`config.mk`:
```
export PLATFORM = sky130hd
export DESIGN_NAME = capture_sequencer
export DESIGN_NICKNAME = d
export VERILOG_FILES = /design/src/rtl/capseq_pkg.sv /design/src/rtl/capseq_edge_det.sv /design/src/rtl/capture_sequencer.sv
export SDC_FILE = /design/constraint.sdc
export NUM_CORES = 1
export LEC_CHECK = 0
export ABC_AREA = 1
export CAP_MARGIN = 20
export CORE_MARGIN = 2
export CORE_UTILIZATION = 45
export CTS_BUF_LIST = sky130_fd_sc_hd__clkbuf_8 sky130_fd_sc_hd__clkbuf_16
export CTS_CLUSTER_DIAMETER = 50
export DETAILED_ROUTE_END_ITERATION = 8
export PLACE_DENSITY = 0.75
export SLEW_MARGIN = 20
export SYNTH_ARGS = -nofsm -noshare
export SYNTH_HDL_FRONTEND = slang
export SYNTH_SLANG_ARGS = --single-unit
export TNS_END_PERCENT = 20
```
`constraint.sdc`:
```
create_clock -name adc_sampleclk -period 4 [get_ports adc_sampleclk]
set_input_delay 0.4 -clock adc_sampleclk [delete_from_list [all_inputs] [get_ports adc_sampleclk]]
set_output_delay 0.4 -clock adc_sampleclk [all_outputs]
set_load 0.05 [all_outputs]
```
`src/rtl/capseq_pkg.sv`:
```
// Shared definitions for the capture sequencer.
//   state_e            : FSM state encoding (3 bits)
//   ARM_CYCLES_DEFAULT : default length of the arm_o pulse, in clock cycles
package capseq_pkg;

  localparam int unsigned ARM_CYCLES_DEFAULT = 4;

  typedef enum logic [2:0] {
    StIdle     = 3'd0,
    StArm      = 3'd1,
    StPrefill  = 3'd2,
    StWaitTrig = 3'd3,
    StCapture  = 3'd4,
    StDone     = 3'd5
  } state_e;

endpackage

```
`src/rtl/capseq_edge_det.sv`:
```
// Rising-edge detector for a level input.
//   i_clk  : clock
//   i_d    : level input
//   o_rise : high for the cycle in which i_d is 1 and was 0 one cycle earlier
module capseq_edge_det (
  input  logic i_clk,
  input  logic i_d,
  output logic o_rise
);

  logic r_d_q;

  // No reset on purpose: the register keeps following the input through reset,
  // so a level that was already high before reset is never reported as a new edge.
  always_ff @(posedge i_clk) begin
    r_d_q <= i_d;
  end

  assign o_rise = i_d & ~r_d_q;

endmodule

```
`src/rtl/capture_sequencer.sv`:
```
// Capture sequencer: arms the FIFO datapath, waits out a prefill period, accepts a
// trigger edge and runs the capture until the datapath asks to stop.
//   adc_sampleclk      : sole clock, rising edge
//   reset_i            : synchronous active-high reset
//   arm_i              : host arm level (rising edge arms, low aborts)
//   trig_i             : trigger level
//   stream_mode        : 1 = stream capture (sampled when arming)
//   presample_i        : prefill cycles before triggers are accepted (sampled when arming)
//   adc_capture_stop   : stop request from the FIFO datapath
//   fifo_overflow      : FIFO overflow flag
//   timeout_i          : WAIT_TRIG timeout in cycles, 0 = off (CAPSEQ_TIMEOUT_EN only)
//   arm_o              : FIFO arm/reset pulse, ARM_CYCLES long
//   adc_capture_go     : capture enable, high while capturing
//   adc_trig_status    : a trigger was accepted since the last arm
//   armed_o            : waiting for prefill or trigger
//   capture_done_o     : capture finished, waiting for arm_i to drop
//   samples_captured_o : capture cycles since arm, saturating
//   overflow_o         : sticky, FIFO overflow during a stream capture
//   timeout_o          : sticky, trigger was forced by the timeout
// Build option: define CAPSEQ_TIMEOUT_EN to add timeout_i and the WAIT_TRIG timeout.
module capture_sequencer
  import capseq_pkg::*;
#(
  parameter int unsigned ARM_CYCLES = ARM_CYCLES_DEFAULT
) (
  input  logic        adc_sampleclk,
  input  logic        reset_i,
  input  logic        arm_i,
  input  logic        trig_i,
  input  logic        stream_mode,
  input  logic [31:0] presample_i,
  input  logic        adc_capture_stop,
  input  logic        fifo_overflow,
`ifdef CAPSEQ_TIMEOUT_EN
  input  logic [31:0] timeout_i,
`endif
  output logic        arm_o,
  output logic        adc_capture_go,
  output logic        adc_trig_status,
  output logic        armed_o,
  output logic        capture_done_o,
  output logic [31:0] samples_captured_o,
  output logic        overflow_o,
  output logic        timeout_o
);

  state_e      r_state;
  state_e      w_state_d;
  logic [7:0]  r_arm_cnt;
  logic [31:0] r_pre_cnt;
  logic        r_stream;
  logic        w_arm_rise;
  logic        w_trig_rise;
  logic        w_timeout_hit;
  logic        w_start;

  capseq_edge_det u_arm_edge (
    .i_clk  (adc_sampleclk),
    .i_d    (arm_i),
    .o_rise (w_arm_rise)
  );

  capseq_edge_det u_trig_edge (
    .i_clk  (adc_sampleclk),
    .i_d    (trig_i),
    .o_rise (w_trig_rise)
  );

`ifdef CAPSEQ_TIMEOUT_EN
  logic [31:0] r_wait_cnt;
  logic        r_timeout;

  // Counts completed WAIT_TRIG cycles; it reads k during the k-th cycle after entry.
  assign w_timeout_hit = (r_state == StWaitTrig) && (timeout_i != 32'd0) &&
                         (r_wait_cnt >= timeout_i - 32'd1);

  always_ff @(posedge adc_sampleclk) begin
    if (reset_i) begin
      r_wait_cnt <= 32'd0;
      r_timeout  <= 1'b0;
    end else begin
      if (r_state != StWaitTrig) begin
        r_wait_cnt <= 32'd0;
      end else if (r_wait_cnt != 32'hFFFF_FFFF) begin
        r_wait_cnt <= r_wait_cnt + 32'd1;
      end
      if (w_start) begin
        r_timeout <= 1'b0;
      end else if (r_state == StWaitTrig && w_state_d == StCapture && !w_trig_rise) begin
        r_timeout <= 1'b1;
      end
    end
  end

  assign timeout_o = r_timeout;
`else
  assign w_timeout_hit = 1'b0;
  assign timeout_o     = 1'b0;
`endif

  assign w_start = (r_state == StIdle) && (w_state_d == StArm);

  // Abort (arm_i low) is tested first so it beats trigger, stop and timeout.
  always_comb begin
    w_state_d = r_state;
    unique case (r_state)
      StIdle:     if (w_arm_rise) w_state_d = StArm;
      StArm:      if (!arm_i) w_state_d = StIdle;
                  else if (r_arm_cnt == 8'd0) w_state_d = StPrefill;
      // Leaving on a count of 1 or 0 gives max(presample, 1) prefill cycles.
      StPrefill:  if (!arm_i) w_state_d = StIdle;
                  else if (r_pre_cnt <= 32'd1) w_state_d = StWaitTrig;
      StWaitTrig: if (!arm_i) w_state_d = StIdle;
                  else if (w_trig_rise || w_timeout_hit) w_state_d = StCapture;
      StCapture:  if (!arm_i) w_state_d = StIdle;
                  else if (adc_capture_stop) w_state_d = StDone;
      StDone:     if (!arm_i) w_state_d = StIdle;
      default:    w_state_d = StIdle;
    endcase
  end

  // Outputs are registered from the next state, so they line up with r_state.
  always_ff @(posedge adc_sampleclk) begin
    if (reset_i) begin
      r_state            <= StIdle;
      r_arm_cnt          <= 8'd0;
      r_pre_cnt          <= 32'd0;
      r_stream           <= 1'b0;
      arm_o              <= 1'b0;
      adc_capture_go     <= 1'b0;
      adc_trig_status    <= 1'b0;
      armed_o            <= 1'b0;
      capture_done_o     <= 1'b0;
      samples_captured_o <= 32'd0;
      overflow_o         <= 1'b0;
    end else begin
      r_state        <= w_state_d;
      arm_o          <= (w_state_d == StArm);
      adc_capture_go <= (w_state_d == StCapture);
      armed_o        <= (w_state_d == StPrefill) || (w_state_d == StWaitTrig);
      capture_done_o <= (w_state_d == StDone);
      if (w_start) begin
        r_arm_cnt          <= 8'(ARM_CYCLES - 1);
        r_pre_cnt          <= presample_i;
        r_stream           <= stream_mode;
        adc_trig_status    <= 1'b0;
        samples_captured_o <= 32'd0;
        overflow_o         <= 1'b0;
      end else begin
        if (r_state == StArm && r_arm_cnt != 8'd0) r_arm_cnt <= r_arm_cnt - 8'd1;
        if (r_state == StPrefill && r_pre_cnt != 32'd0) r_pre_cnt <= r_pre_cnt - 32'd1;
        if (r_state == StWaitTrig && w_state_d == StCapture) adc_trig_status <= 1'b1;
        if (r_state == StCapture) begin
          if (samples_captured_o != 32'hFFFF_FFFF) begin
            samples_captured_o <= samples_captured_o + 32'd1;
          end
          if (r_stream && fifo_overflow) overflow_o <= 1'b1;
        end
      end
    end
  end

endmodule
```
# Yosys cells after proc, flatten, opt, wreduce, memory -nomap -nowiden
# Index checks and enable logic that the tools add are counted.
[totals]
wordCells = 63
reg_bits = 84
inputBits = 39
[op_classes]
bitwise = 4
eq_ne = 11
order_cmp = 1
reduce_logical = 15
mux = 15
addsub = 3
[ops]
columns = ["cell", "count"]
rows = [
  ["32-bit two-way mux", 2],
  ["32-bit by 1-bit adder with 32-bit output (second input constant)", 1],
  ["32-bit by 1-bit less-or-equal comparator with 1-bit output (second input constant)", 1],
  ["32-bit != test (second input constant)", 1],
  ["32-bit nonzero test", 1],
  ["32-bit by 1-bit subtractor with 32-bit output (second input constant)", 1],
  ["3-bit two-way mux", 10],
  ["3-bit one-hot mux with 6 select lines", 1],
  ["3-bit by 2-bit equality test with 1-bit output (second input constant)", 4],
  ["3-bit equality test (second input constant)", 4],
  ["8-bit zero test", 1],
  ["8-bit nonzero test", 1],
  ["8-bit by 1-bit subtractor with 8-bit output (second input constant)", 1],
  ["3-bit by 1-bit equality test with 1-bit output (second input constant)", 2],
  ["1-bit logical AND", 5],
  ["2-bit two-way mux", 2],
  ["2-bit AND reduction", 2],
  ["2-bit nonzero test", 2],
  ["3-bit zero test", 1],
  ["1-bit bitwise AND", 2],
  ["1-bit NOT", 2],
  ["2-bit OR reduction", 1],
  ["1-bit logical OR", 1],
]

# Longest topological paths before layout
# Gate-level depths: netlist of run 1.
[logic_depth]
ltp_word = 8
mapped_depth = 12
mapped_depth_nobuf = 11

# Hierarchy
# Synthesis of run 1 repeated with hierarchy kept, for this count alone.
[hier_totals]
cells_unflattened = 924
hier_area_um2 = 5525.3
[by_module_without_submodules]
columns = ["module", "seq_area_each_um2", "area_per_inst_um2", "cells_each", "instances"]
rows = [
  ["capture_sequencer", 1641.6, 5465.2, 918, 1],
  ["capseq_edge_det", 20.0, 30.0, 3, 2],
]

# Least setup slack after synthesis of run 1
# No wires, ideal clock.
[synth_path]
kind = "register to register"
from = "register samples_captured_o[0]"
to = "register samples_captured_o[2]"
n_path_buf = 1
required_ns = 3.930
period_less_slack_ns = 2.027
stages_incl_launch_ff = 11
arrival_ns = 1.957
path_slack_ns = 1.973
cell_sequence = "dfxtp_1 ha_1 nand3_1 inv_2 nand2_1 nor2_2 a21oi_2 inv_2 buf_4 nand2_1 a21oi_1"
[synth_between]
elab_chain_len = 2
elab_cells_between_ends = 3
[synth_lines]
columns = ["item", "line_no", "rtl"]
rows = [
  ["start, declared", "capture_sequencer.sv:42", "output logic [31:0] samples_captured_o,"],
  ["start signal, assigned", "capture_sequencer.sv:155", "samples_captured_o <= samples_captured_o + 32'd1;"],
  ["branches (longest 2 deep; another with 32-bit by 1-bit adder with 32-bit output)", "n/a", ""],
]
# Parallel ways; which one is timed is not known.
# A chain may end at the register's enable or synchronous reset.

# Worst setup path after layout of run 1
[layout_path]
from = "input port arm_i"
to = "register samples_captured_o[8]"
[layout_between]
elab_chain_len = 6
elab_cells_between_ends = 11
[layout_lines]
columns = ["item", "line_no", "rtl"]
rows = [
  ["start, declared", "capture_sequencer.sv:28", "input logic arm_i,"],
  ["1-bit bitwise AND", "capseq_edge_det.sv:19", "assign o_rise = i_d & ~r_d_q;"],
  ["3-bit two-way mux", "capture_sequencer.sv:107", "StIdle: if (w_arm_rise) w_state_d = StArm;"],
  ["3-bit one-hot mux with 6 select lines (*)", "capture_sequencer.sv:106", "unique case (r_state)"],
  ["3-bit by 1-bit equality test with 1-bit output (*)", "capture_sequencer.sv:101", "assign w_start = (r_state == StIdle) && (w_state_d == StArm);"],
  ["1-bit logical AND (*)", "capture_sequencer.sv:101", ""],
  ["2-bit OR reduction (no line) (*)", "n/a", ""],
]
# Mark *: on every way between the ends. The rest lies on a longest branch, timed or not.

==> results of run 1 <==
==> Yosys cell counts, drive strengths merged <==
cell	n
xnor2	7
buf	21
a21boi	15
inv	81
o21ai	16
clkbuf	4
o211ai	1
xor2	20
conb	1
nand3b	8
dfxtp	84
nor2	150
or2	2
a21oi	68
nor3	12
o21bai	3
ha	5
nand3	58
nand2	327
nand4	11
==> cell type report <==
type | count | area (µm²) | share of cell area
Multi-Input combinational cell | 704 | 3370 | 0.504
Sequential cell | 84 | 1680 | 0.252
Timing Repair Buffer | 79 | 783 | 0.117
Inverter | 81 | 304 | 0.0455
Clock buffer | 9 | 225 | 0.0337
Tap cell | 147 | 184 | 0.0275
Clock inverter | 7 | 139 | 0.0208
==> kinds of logic (layout without fill, tap and decap cells) <==
group,after synthesis,count (layout)
xor gates and xnor gates,27,27
AOI/OAI and AO/OA,103,103
buffers and inverters,106,176
DFF,84,84
and+or+nand+nor,568,568
adders and majority gates,5,5
other,1,1
==> flip-flops by register name, summed over array words and instances, names as in the netlist <==
register and cells:
adc_capture_go 1, adc_trig_status 1, arm_o 1, armed_o 1, capture_done_o 1, overflow_o 1
r_arm_cnt 8, r_pre_cnt 32, r_state 3, r_stream 1, samples_captured_o 32, u_arm_edge.r_d_q 1
u_trig_edge.r_d_q 1
==> power by group through the flow <==
stage	clock network (µW)	registers [µW]	logic, µW
floorplan	0	909	377
global placement	0	914	493
detailed placement	0	914	497
CTS	1040	896	501
global route	1070	900	569
finish	1030	896	505
==> worst max-delay path: stages <==
cell and delay [ps]:
clkdlybuf4s50_1 610, inv_2 90, nor3_4 170, buf_4 360, inv_2 260, nand2_2 640, a21oi_1 100
==> layer usage <==
layer / track usage / wire, µm / vias up
li1: - / - / 2941
met1: 0.304 / 6840 / 2544
met2: 0.361 / 6360 / 171
met3: 0.0374 / 868 / 21
met4: 0.0876 / 277 / 0
met5: 0 / 0 / -
==> through the flow <==
stage / hold WS [ps] / worst slack [ps]
floorplan: 428 / 1970
global placement: 439 / 1240
detailed placement: 446 / 1170
CTS: 455 / 1540
global route: 484 / 1290
finish: 452 / 1550
==> path summary, 6_finish.rpt <==
kind	from	to	slack (ps)	cells after the start
min reg2reg	overflow_o	overflow_o	450	2
max reg2reg	samples_captured_o[0]	samples_captured_o[8]	1590	10
max	arm_i	samples_captured_o[8]	1550	7
min	overflow_o	overflow_o	450	2
==> flow_metrics.py, run 1 <==
metrics = {
    "pwr": {
        "swShare": 0.295,
        "finalPower_uw": 2430,
        "peakVddDrop_mv": 0.218,
        "p_sw_uw": 718,
        "powerDensity_mw_per_mm2": 364,
        "internal-power_uw": 1710,
        "p_leak_uw": 0.00272,
        "clockPowerShare": 0.424,
        "seqPwrFrac": 0.368,
        "combinationalPowerShare": 0.208,
    },
    "synth": {
        "ys_seq_elements": 84,
        "synthTopCellsByArea": "dfxtp_1 (30%), nand2_1 (22%), nor2_1 (8.9%)",
        "synth-seq-area-share": 0.304,
        "yosys_warnings": 0,
        "yosys.area.top_type": "dfxtp_1",
        "synth_fa_ha_area_frac": 0.0113,
        "synth_compound_area_frac": 0.115,
        "synth_mux_area_frac": 0,
        "postSynthCellCount": 894,
        "synth_top_family_by_area": "simple AND/OR/NAND/NOR gates",
        "yosysTopAreaCellShare": 0.304,
        "synth_xor_area_frac": 0.0428,
        "syn_area_mm2": 0.00553,
        "syn-num-nets": 938,
        "synthSimpleGateAreaFrac": 0.439,
        "syn_area_per_cell_um2": 6.18,
        "ys_types": 36,
    },
    "layout": {
        "final_common_cell": "nand2_1",
        "final_cell_mix": "nand2_1 (319), nor2_1 (131), dfxtp_1 (84)",
        "final_util": 0.556,
        "drive_gt1_frac": 0.0737,
        "final_area_mm2": 0.00668,
        "layout.cells.non_filler": 1111,
        "fin_nets": 1003,
        "area_growth_syn_to_layout_pct": 20.9,
        "n_antenna_cell": 0,
        "n_fill_cell": 1189,
    },
    "timing": {
        "hold_violations": 0,
        "fin_tns_setup_ps": 0,
        "min_period_ps": 2450,
        "grt_setup_unrepaired": "false",
        "max_slew_margin": 0.378,
        "period_share": 0.613,
        "tightest_slew_ps": 931,
        "skew_ps": 8.20,
        "setup_viol": 0,
        "fmax_ghz": 0.408,
        "finalMaxSlewViolations": 0,
    },
    "floorplan": {
        "io_pins": 78,
        "chipWidth_um": 115,
        "die-area_mm2": 0.0132,
        "design.core.area_mm2": 0.0120,
        "rows": 40,
        "start_util": 0.460,
        "die_h_um": 115,
    },
    "worst_setup_path": {
        "crit_arrival_ps": 2650,
        "path_class": "primary input to flip-flop",
        "cp-end-kind": "flip-flop",
        "crit_path_max_fanout": 40,
        "start_kind": "primary input",
        "required_ps": 4200,
    },
    "run": {
        "maxCapViolations": 0,
    },
    "routing": {
        "viasPerCell": 5.11,
        "wl_mm": 14.4,
        "ant_nets": 0,
        "drt_iter0_drc": 375,
        "drc": 0,
        "route.vias.total": 5677,
        "first_pass_iters": 5,
        "detail_route.wl_per_cell_um": 12.9,
    },
    "clocking": {
        "cts_setup_buffers": 0,
        "clock-sinks": 84,
        "cts-resized-gates": 0,
        "hold_buffers": 0,
        "cts_made_buffers": 9,
        "clkLatencyLatePin_ps": 350,
        "cts.htree.levels": 3,
        "path_clk_slew_ps": 60,
        "cts_tree": "done",
        "clock-root-buffer": "clkbuf_16",
        "clockBufferDepth": 2,
    },
    "place": {
        "dp_cells": 1095,
        "gp_congestion": 0.945,
        "place_hpwl_mm": 10.5,
        "numPortBuffers": 76,
        "dpl_cell_area_mm2": 0.00632,
    },
    "min_path": {
        "hp-class": "flip-flop to flip-flop",
    },
    "grt": {
        "antenna_found_initial": 0,
        "grt_pass1_vias": 5105,
        "overflow": 0,
        "grt_start_max_net_pins": 41,
        "grt_usage": 0.225,
        "grt_pass1_wl_mm": 23.9,
    },
    "status": {
        "outcome": "finished clean",
    },
}
(Power assumes the default switching activity.)
==> run 2: changes to the inputs <==
Settings changed: PLACE_DENSITY 0.75 to 0.77.
Clock period 4 ns to 2 ns, I/O delays scaled along.
==> flow_metrics.py, run 2 (synthesized netlist as in run 1, its figures left out) <==
metrics = {
    "status": {
        "outcome": "finished clean",
    },
    "pwr": {
        "p_leak_uw": 0.00282,
        "powerDensity_mw_per_mm2": 708,
        "peakVddDrop_mv": 0.420,
        "finalPower_uw": 4850,
    },
    "timing": {
        "skew_ps": 5.03,
        "fmax_ghz": 0.535,
        "max_slew_margin": 0.646,
        "min_period_ps": 1870,
        "setup_viol": 0,
        "grt_setup_unrepaired": "false",
        "period_share": 0.935,
        "tightest_slew_ps": 529,
        "fin_tns_setup_ps": 0,
        "holdWs_ps": 326,
        "finalMaxSlewViolations": 0,
        "hold_violations": 0,
    },
    "routing": {
        "ant_nets": 0,
        "route.vias.total": 5848,
        "wl_mm": 15.1,
        "detail_route.wl_per_cell_um": 13.3,
        "viasPerCell": 5.18,
        "first_pass_iters": 5,
        "drt_iter0_drc": 438,
        "drc": 0,
    },
    "layout": {
        "fin_nets": 1022,
        "n_antenna_cell": 0,
        "final_cell_mix": "nand2_1 (319), nor2_1 (131), dfxtp_1 (82)",
        "multiInputGateArea_mm2": 0.00337,
        "final_util": 0.571,
        "area_growth_syn_to_layout_pct": 24.0,
        "n_fill_cell": 1170,
        "final_common_cell": "nand2_1",
        "seqCellArea_mm2": 0.00168,
        "reg.largest.list": "r_pre_cnt (32), samples_captured_o (32), r_arm_cnt (8)",
        "drive_gt1_frac": 0.0936,
        "layout.cells.non_filler": 1130,
    },
    "place": {
        "gp_congestion": 0.936,
        "dp_cells": 1114,
        "place_hpwl_mm": 11.4,
        "numPortBuffers": 76,
    },
    "floorplan": {
        "io_pins": 78,
        "die-area_mm2": 0.0132,
        "rows": 40,
        "die_h_um": 115,
        "chipWidth_um": 115,
        "design.core.area_mm2": 0.0120,
        "start_util": 0.460,
    },
    "grt": {
        "grt_pass1_vias": 5457,
        "grt_pass1_wl_mm": 25.5,
        "antenna_found_initial": 0,
        "overflow": 0,
        "grt_start_max_net_pins": 28,
        "grt_usage": 0.241,
    },
    "worst_setup_path": {
        "crit_path_max_fanout": 8,
        "slowest_delay_ps": 860,
        "path_class": "flip-flop to output port",
        "worst_path_max_delay_cell": "clkdlybuf4s50_1",
        "critical_path.startpoint": "samples_captured_o[2]",
        "required_ps": 1800,
        "crit_arrival_ps": 1670,
        "path_buf_inv": 1,
        "path_cells": "clkdlybuf4s50_1",
        "crit_family": "buffers and inverters",
        "start_kind": "flip-flop",
        "r2r-start": "r_pre_cnt[0]",
        "cp-end-kind": "output port",
    },
    "clocking": {
        "hold_buffers": 0,
        "cts_made_buffers": 9,
        "path_clk_slew_ps": 60,
        "clockBufferDepth": 2,
        "clock-root-buffer": "clkbuf_16",
        "cts_tree": "done",
        "clkLatencyLatePin_ps": 350,
        "cts.htree.levels": 3,
        "clock-sinks": 84,
    },
    "run": {
        "maxCapViolations": 0,
    },
    "min_path": {
        "min_from": "trig_i",
        "hp-class": "primary input to flip-flop",
    },
}
run 2: cell count changes in the layout (fill, tap and decap cells not counted), moves of 2 or more:
| cell | previous run | this run |
|---|---|---|
| buf_12 | 0 | 3 |
| buf_4 | 3 | 19 |
| clkbuf_8 | 0 | 2 |
| dfxtp_1 | 84 | 82 |
| dfxtp_2 | 0 | 2 |
run 2: area by class of cell:
type                       count  share of cell area
clock buffer                  11              0.0369
clock inverter                 5              0.0144
inverter                      81              0.0444
multi-input combinational    704               0.491
sequential                    84               0.246
tap                          147              0.0268
timing repair buffer          98               0.141
run 2: through the flow:
stage          worst slack (ps)  area, µm²
6_report                    130       6860
5_1_grt                    13.4       6860
4_1_cts                     115       6850
3_5_place_dp                164       6500
3_3_place_gp                237       6500
2_1_floorplan              3.68       5530
run 2: report_power, final:
group          switching [µW]  internal [µW]
combinational             665            414
sequential               66.5           1730
clock                     699           1280
total                    1430           3420
run 2: what timing repair did:
action / CTS / global route
setup endpoints to repair: 0 / 29
resized for setup: 0 / 2
setup buffers: 0 / 0
run 2: worst paths after layout:
check                                to  slack, ps  depth (start not counted)
setup / recovery  samples_captured_o[2]        130                          1
hold / removal        u_trig_edge.r_d_q        330                          1
setup reg to reg          r_pre_cnt[16]        200                          8
hold reg to reg              overflow_o        460                          2
run 2: routing by layer:
| metal | GRT usage | vias to the layer above | wire (µm) |
|---|---|---|---|
| met1 | 0.316 | 2641 | 6890 |
| met5 | 0 | - | 0 |
| li1 | - | 2976 | - |
| met4 | 0.108 | 0 | 385 |
| met3 | 0.0380 | 25 | 965 |
| met2 | 0.392 | 206 | 6840 |
